**src/rtl/snoop_initiator.sv**
```systemverilog
// ACE snoop initiator: issues one AC snoop request, then collects the CR
// response and an optional cache line on CD, reporting the outcome.
module snoop_initiator #(
  parameter int unsigned C_ACE_ADDR_WIDTH = 44,
  parameter int unsigned C_ACE_DATA_WIDTH = 128,
  parameter int unsigned C_LINE_BYTES     = 64,
  parameter int unsigned C_TIMEOUT        = 1024
) (
  input  logic                          ace_aclk,
  input  logic                          ace_areset,
  // request
  input  logic                          i_start,
  input  logic [C_ACE_ADDR_WIDTH-1:0]   i_addr,
  input  logic [3:0]                    i_acsnoop,
  input  logic [2:0]                    i_acprot,
  // AC channel
  output logic                          o_acvalid,
  input  logic                          i_acready,
  output logic [C_ACE_ADDR_WIDTH-1:0]   o_acaddr,
  output logic [3:0]                    o_acsnoop,
  output logic [2:0]                    o_acprot,
  // CR channel
  input  logic                          i_crvalid,
  output logic                          o_crready,
  input  logic [4:0]                    i_crresp,
  // CD channel
  input  logic                          i_cdvalid,
  output logic                          o_cdready,
  input  logic [C_ACE_DATA_WIDTH-1:0]   i_cddata,
  input  logic                          i_cdlast,
  // status / results
  output logic                          o_busy,
  output logic                          o_done,
  output logic [4:0]                    o_crresp,
  output logic [C_LINE_BYTES*8-1:0]     o_line,
  output logic                          o_line_valid,
  output logic                          o_timeout,
  output logic                          o_error
);

  localparam int unsigned LW    = C_LINE_BYTES * 8;
  localparam int unsigned DW    = C_ACE_DATA_WIDTH;
  localparam int unsigned BEATS = LW / DW;
  localparam int unsigned BW    = $clog2(BEATS) + 1;
  localparam int unsigned TW    = $clog2(C_TIMEOUT + 1);

  localparam logic [BW-1:0] BEATS_W   = BW'(BEATS);
  localparam logic [BW-1:0] LAST_BEAT = BW'(BEATS - 1);
  localparam logic [TW-1:0] TMO_LIMIT = TW'(C_TIMEOUT);

  localparam logic [1:0] S_IDLE   = 2'd0;
  localparam logic [1:0] S_AC_REQ = 2'd1;
  localparam logic [1:0] S_RESP   = 2'd2;
  localparam logic [1:0] S_DONE   = 2'd3;

  logic [1:0]                  state_q, state_d;
  logic [C_ACE_ADDR_WIDTH-1:0] addr_q, addr_d;
  logic [3:0]                  snoop_q, snoop_d;
  logic [2:0]                  prot_q, prot_d;
  logic                        acvalid_q, acvalid_d;
  logic                        crready_q, crready_d;
  logic                        cdready_q, cdready_d;
  logic [4:0]                  crresp_q, crresp_d;
  logic [LW-1:0]               line_q, line_d;
  logic                        line_valid_q, line_valid_d;
  logic                        timeout_q, timeout_d;
  logic                        error_q, error_d;
  logic                        done_q, done_d;
  logic                        busy_q, busy_d;
  logic [BW-1:0]               beat_q, beat_d;
  logic                        cr_got_q, cr_got_d;
  logic [TW-1:0]               tmo_q, tmo_d;

  logic ac_hs, cr_hs, cd_hs;

  // Handshakes use the registered valid/ready, so no input reaches a valid/ready output.
  assign ac_hs = acvalid_q & i_acready;
  assign cr_hs = crready_q & i_crvalid;
  assign cd_hs = cdready_q & i_cdvalid;

  // Next-state, capture and registered-output computation.
  always_comb begin
    state_d      = state_q;
    addr_d       = addr_q;
    snoop_d      = snoop_q;
    prot_d       = prot_q;
    crresp_d     = crresp_q;
    line_d       = line_q;
    line_valid_d = line_valid_q;
    timeout_d    = timeout_q;
    error_d      = error_q;
    beat_d       = beat_q;
    cr_got_d     = cr_got_q;
    tmo_d        = tmo_q;

    case (state_q)
      S_IDLE: begin
        if (i_start) begin
          addr_d       = i_addr;
          snoop_d      = i_acsnoop;
          prot_d       = i_acprot;
          crresp_d     = '0;
          line_valid_d = 1'b0;
          timeout_d    = 1'b0;
          error_d      = 1'b0;
          beat_d       = '0;
          cr_got_d     = 1'b0;
          tmo_d        = '0;
          state_d      = S_AC_REQ;
        end
      end

      S_AC_REQ: begin
        if (ac_hs) begin
          tmo_d   = '0;
          state_d = S_RESP;
        end else begin
          tmo_d = tmo_q + TW'(1);
          if (tmo_d == TMO_LIMIT) begin
            timeout_d = 1'b1;
            state_d   = S_DONE;
          end
        end
      end

      S_RESP: begin
        if (cr_hs) begin
          crresp_d = i_crresp;
          cr_got_d = 1'b1;
        end
        if (cd_hs) begin
          for (int b = 0; b < int'(BEATS); b++) begin
            if (beat_q == BW'(b)) line_d[b*DW +: DW] = i_cddata;
          end
          beat_d = beat_q + BW'(1);
          // cdlast must mark exactly the final beat of the line
          if ((beat_q == LAST_BEAT) != i_cdlast) error_d = 1'b1;
        end
        // "no data" response after data already started is a protocol error
        if (cr_hs && !i_crresp[0] && (beat_d != '0)) error_d = 1'b1;

        if (cr_hs || cd_hs) tmo_d = '0;
        else                tmo_d = tmo_q + TW'(1);

        if (cr_got_d && (!crresp_d[0] || (beat_d == BEATS_W))) begin
          state_d = S_DONE;
        end else if (!(cr_hs || cd_hs) && (tmo_d == TMO_LIMIT)) begin
          timeout_d = 1'b1;
          state_d   = S_DONE;
        end
      end

      S_DONE: state_d = S_IDLE;

      default: state_d = S_IDLE;
    endcase

    acvalid_d = (state_d == S_AC_REQ);
    crready_d = (state_d == S_RESP) && !cr_got_d;
    cdready_d = (state_d == S_RESP) && (beat_d < BEATS_W) && (!cr_got_d || crresp_d[0]);
    done_d    = (state_d == S_DONE);
    busy_d    = (state_d != S_IDLE);

    if ((state_d == S_DONE) && (state_q != S_DONE)) begin
      line_valid_d = crresp_d[0] && (beat_d == BEATS_W) && !error_d && !timeout_d;
    end
  end

  // State and output registers, cleared asynchronously by reset.
  always_ff @(posedge ace_aclk or posedge ace_areset) begin
    if (ace_areset) begin
      state_q      <= S_IDLE;
      addr_q       <= '0;
      snoop_q      <= '0;
      prot_q       <= '0;
      acvalid_q    <= 1'b0;
      crready_q    <= 1'b0;
      cdready_q    <= 1'b0;
      crresp_q     <= '0;
      line_q       <= '0;
      line_valid_q <= 1'b0;
      timeout_q    <= 1'b0;
      error_q      <= 1'b0;
      done_q       <= 1'b0;
      busy_q       <= 1'b0;
      beat_q       <= '0;
      cr_got_q     <= 1'b0;
      tmo_q        <= '0;
    end else begin
      state_q      <= state_d;
      addr_q       <= addr_d;
      snoop_q      <= snoop_d;
      prot_q       <= prot_d;
      acvalid_q    <= acvalid_d;
      crready_q    <= crready_d;
      cdready_q    <= cdready_d;
      crresp_q     <= crresp_d;
      line_q       <= line_d;
      line_valid_q <= line_valid_d;
      timeout_q    <= timeout_d;
      error_q      <= error_d;
      done_q       <= done_d;
      busy_q       <= busy_d;
      beat_q       <= beat_d;
      cr_got_q     <= cr_got_d;
      tmo_q        <= tmo_d;
    end
  end

  assign o_acvalid    = acvalid_q;
  assign o_acaddr     = addr_q;
  assign o_acsnoop    = snoop_q;
  assign o_acprot     = prot_q;
  assign o_crready    = crready_q;
  assign o_cdready    = cdready_q;
  assign o_busy       = busy_q;
  assign o_done       = done_q;
  assign o_crresp     = crresp_q;
  assign o_line       = line_q;
  assign o_line_valid = line_valid_q;
  assign o_timeout    = timeout_q;
  assign o_error      = error_q;

endmodule

```
**config.mk**
```make
export PLATFORM = sky130hd
export DESIGN_NAME = snoop_initiator
export DESIGN_NICKNAME = d
export VERILOG_FILES = /design/src/rtl/snoop_initiator.sv
export SDC_FILE = /design/constraint.sdc
export NUM_CORES = 1
export LEC_CHECK = 0
export ABC_CLOCK_PERIOD_IN_PS = 38300
export BUFFER_PORTS_ARGS = -buffer_cell sky130_fd_sc_hd__buf_2
export CORE_AREA = 8 8 292 294
export DETAILED_ROUTE_END_ITERATION = 8
export DIE_AREA = 0 0 300 302
export SYNTH_ARGS = -nofsm -noshare
export SYNTH_HDL_FRONTEND = slang
export SYNTH_SLANG_ARGS = --single-unit
```
**constraint.sdc**
```tcl
create_clock -name ace_aclk -period 38.3 [get_ports ace_aclk]
set_input_delay 5.745 -clock ace_aclk [delete_from_list [all_inputs] [get_ports ace_aclk]]
set_output_delay 5.745 -clock ace_aclk [all_outputs]
set_load 0.03 [all_outputs]
```
==> flow_metrics.tcl <==
set metrics [dict create \
    grt_pass1_wl_um 102000 \
    hold_ws_ns 0.497 \
    vias 14800 \
    synth_edf_count 0 \
    critPathBufInv 5 \
    antenna_left 0 \
    reg2reg_slack_ns 33.83 \
    fin_ws_ns 29.80 \
    crit_chain "buf_2 > inv_8 > buf_4 > buf_4 > buf_4" \
    rows 105 \
    async_flop_share_pct 100 \
    ir_drop_mv 0.0417 \
    worstHoldPathType "flip-flop to flip-flop" \
    first_global_vias 16300 \
    cp_slowest_cell "buf_4" \
    power.leakage_nw 16.5 \
    port_buffers 766 \
    clock-sinks 593 \
    layout_commonest_cell "buf_2" \
    h-tree-depth 3 \
    ys_ff_latch 593 \
    switching_share_pct 35.6 \
    synth-main-ff-cell "dfrtp_1" \
    pre_cts_ws_ns 29.07 \
    dp_hpwl_um 50100 \
    yosysTopAreaCell "dfrtp_1" \
    rsz0062_at_grt "no" \
    hold-path-endpoint "o_line[356]$_DFFE_PP0P_" \
    gr-total-overflow 0 \
    synth_top_area_share_pct 65.9 \
    die_y_um 302 \
    cpPeakStageDelay_ns 0.84 \
    fmax_mhz 118 \
    crit_family "buffers and inverters" \
    power.net_switching_mw 0.748 \
    core_mm2 0.0809 \
    ys_types 50 \
    path_clk_slew_ns 0.06 \
    syn2layout_area_growth_pct 32.5 \
    crit_type "primary input to async pin" \
    clock_latency_ns 0.59 \
    start_util_pct 27.8 \
    syn-num-nets 1600 \
    fillers 7847 \
    maxSlewViolCount 0 \
    cap_violations 0 \
    cpMostUsedCell "buf_4" \
    drtPass1Iterations 4 \
    nNetsFinal 2380 \
    max-slew-margin-rel_pct 14.9 \
    worstMarginPinSlew_ns 1.27 \
    antenna_found_initial 7 \
    finalClockSkew_ns 0.0263 \
    r2r_end "o_line[10]$_DFFE_PP0P_" \
    root_buffer "clkbuf_16" \
    via_per_inst 4.50 \
    place.gp.congestion 0.823 \
    ys_seq_area_share_pct 65.9 \
    powerDensity_mw_per_mm2 70.3 \
    avgSynthCellArea_um2 16.1 \
    critical_path.endpoint_type "async pin" \
    post-cts-setup-buffer-count 0 \
    yosysWarningCount 0 \
    r2r_start "state_q[0]$_DFF_PP0_" \
    critical_path.max_fanout 110 \
    top_level_ports 767 \
    pwr-share-clk_pct 31.0 \
    hold_path_depth 1 \
    cts_hold_buf 0 \
    drtIter0Drc 510 \
    min_period_ns 8.50 \
    die_x_um 300 \
    startpoint "ace_areset" \
    cts_resized 0 \
    netlist_top_cells_area "dfrtp_1 66%, mux2_2 28%, clkbuf_1 1.0%" \
    fin_crit_sh_pct 22.2 \
    grt_max_degree 111 \
    hold_viol 0 \
    seqPwrFrac_pct 39.2 \
    cts_tree "done" \
    clock_path_buffers 3 \
    drc_errors 0 \
    worstPathArrival_ns 9.06 \
    die_area_mm2 0.0906 \
    drive_gt1_share_pct 65.5 \
    gr-usage-all-layers_pct 14.3 \
    worstSetupStartpointType "primary input" \
    detail_route.wl_per_cell_um 20.5 \
    p_int_mw 1.35 \
    pwr-share-comb_pct 29.7 \
    reg2regPathDepth 7 \
    status "finished clean" \
    min_from "o_line[356]$_DFFE_PP0P_" \
    setup_tns_ns 0 \
    final-setup-viol-count 0 \
    finalWirelength_um 67700 \
    layout_common_cells "766 x buf_2, 593 x dfrtp_1, 563 x mux2_2" \
    cts_made_buffers 66 \
    synthCells 1399 \
    crit_required_ns 38.86 \
    netlist_area_mm2 0.0225 \
]
-- metal layers --
metal / vias to the layer above / global-route usage, % / part of all wire, %
met5: - / 0 / 0.050
met4: 4 / 5.67 / 3.8
met3: 140 / 5.28 / 8.8
met2: 566 / 24.2 / 49
met1: 7606 / 16.3 / 38
li1: 6532 / - / -
-- sequential cells by signal (all words and copies together) (netlist names), 2 cells and up --
name	count
o_line	512
o_acaddr	44
tmo_q	11
o_crresp	5
o_acsnoop	4
beat_q	3
o_acprot	3
state_q	2
-- cell type report --
class / instances / area (um2) / share of cell area (%)
diodes: 4 / 10.0 / 0.0335
clock buffers: 91 / 1920 / 6.43
clock inverters: 26 / 345 / 1.16
inverters: 13 / 56.3 / 0.189
multi-input cells: 725 / 7410 / 24.8
flip-flops and latches: 593 / 14800 / 49.7
well taps: 1070 / 1340 / 4.48
repair buffers: 780 / 3940 / 13.2
-- synth_stat cells (2+ instances only) --
library cell and instances:
o22ai_1 2, dfrtp_1 593, nand2b_1 4, buf_1 5, o31ai_1 5, a22oi_1 4, a211oi_1 4, xnor2_1 6
nand2_1 35, nor2_1 12, and3_1 4, mux2i_1 4, nand3_1 4, ha_1 10, a21oi_1 8, o21ai_0 21
xor2_1 4, clkbuf_1 60, nor3_1 2, and2_1 5, buf_6 2, mux2_2 563, a31oi_1 4, inv_1 12
-- per-stage QoR --
step | utilization (%) | std cells | cell area (um2) | power (mW)
2_1_floorplan | - | 1399 | 22500 | 1.24
3_3_place_gp | 34.1 | 3181 | 27600 | 1.45
3_5_place_dp | 34.1 | 3181 | 27600 | 1.46
4_1_cts | 36.9 | 3298 | 29800 | 2.13
5_1_grt | 36.9 | 3300 | 29900 | 2.19
6_report | 36.9 | 3302 | 29900 | 2.10
-- cells by family after synthesis --
logic type	after synthesis	share of synthesized area, %
xor+xnor	10	0.389
mux	567	28.3
buf+inv	81	1.42
fa+ha+maj	10	0.555
simple gates	79	1.75
compound gates	59	1.71
flops	593	65.9
-- worst register-to-register path, stage by stage, from the launching register on --
cell,delay (ns)
dfrtp_1,0.43
inv_1,0.11
ha_1,0.50
clkinv_1,0.45
nor3_1,0.85
nand2_4,0.76
buf_4,0.75
mux2_2,0.49
-- how the worst max path moves through the flow --
stage,endpoint,depth (start not counted)
3_3_place_gp,o_line[264]$_DFFE_PP0P_,5
3_5_place_dp,o_line[264]$_DFFE_PP0P_,5
6_report,o_line[253]$_DFFE_PP0P_,5
4_1_cts,o_line[253]$_DFFE_PP0P_,5
2_1_floorplan,beat_q[0]$_DFF_PP0_,1
5_1_grt,o_line[509]$_DFFE_PP0P_,5
-- power by group through the flow --
stage               logic [mW]  clock network (mW)  registers [mW]
detailed placement       0.631                   0           0.833
CTS                      0.632               0.673           0.824
floorplan                0.160                   0            1.08
global placement         0.620                   0           0.828
global route             0.655               0.700           0.840
finish                   0.624               0.651           0.824
No activity file was read; power rests on OpenSTA's default activity.
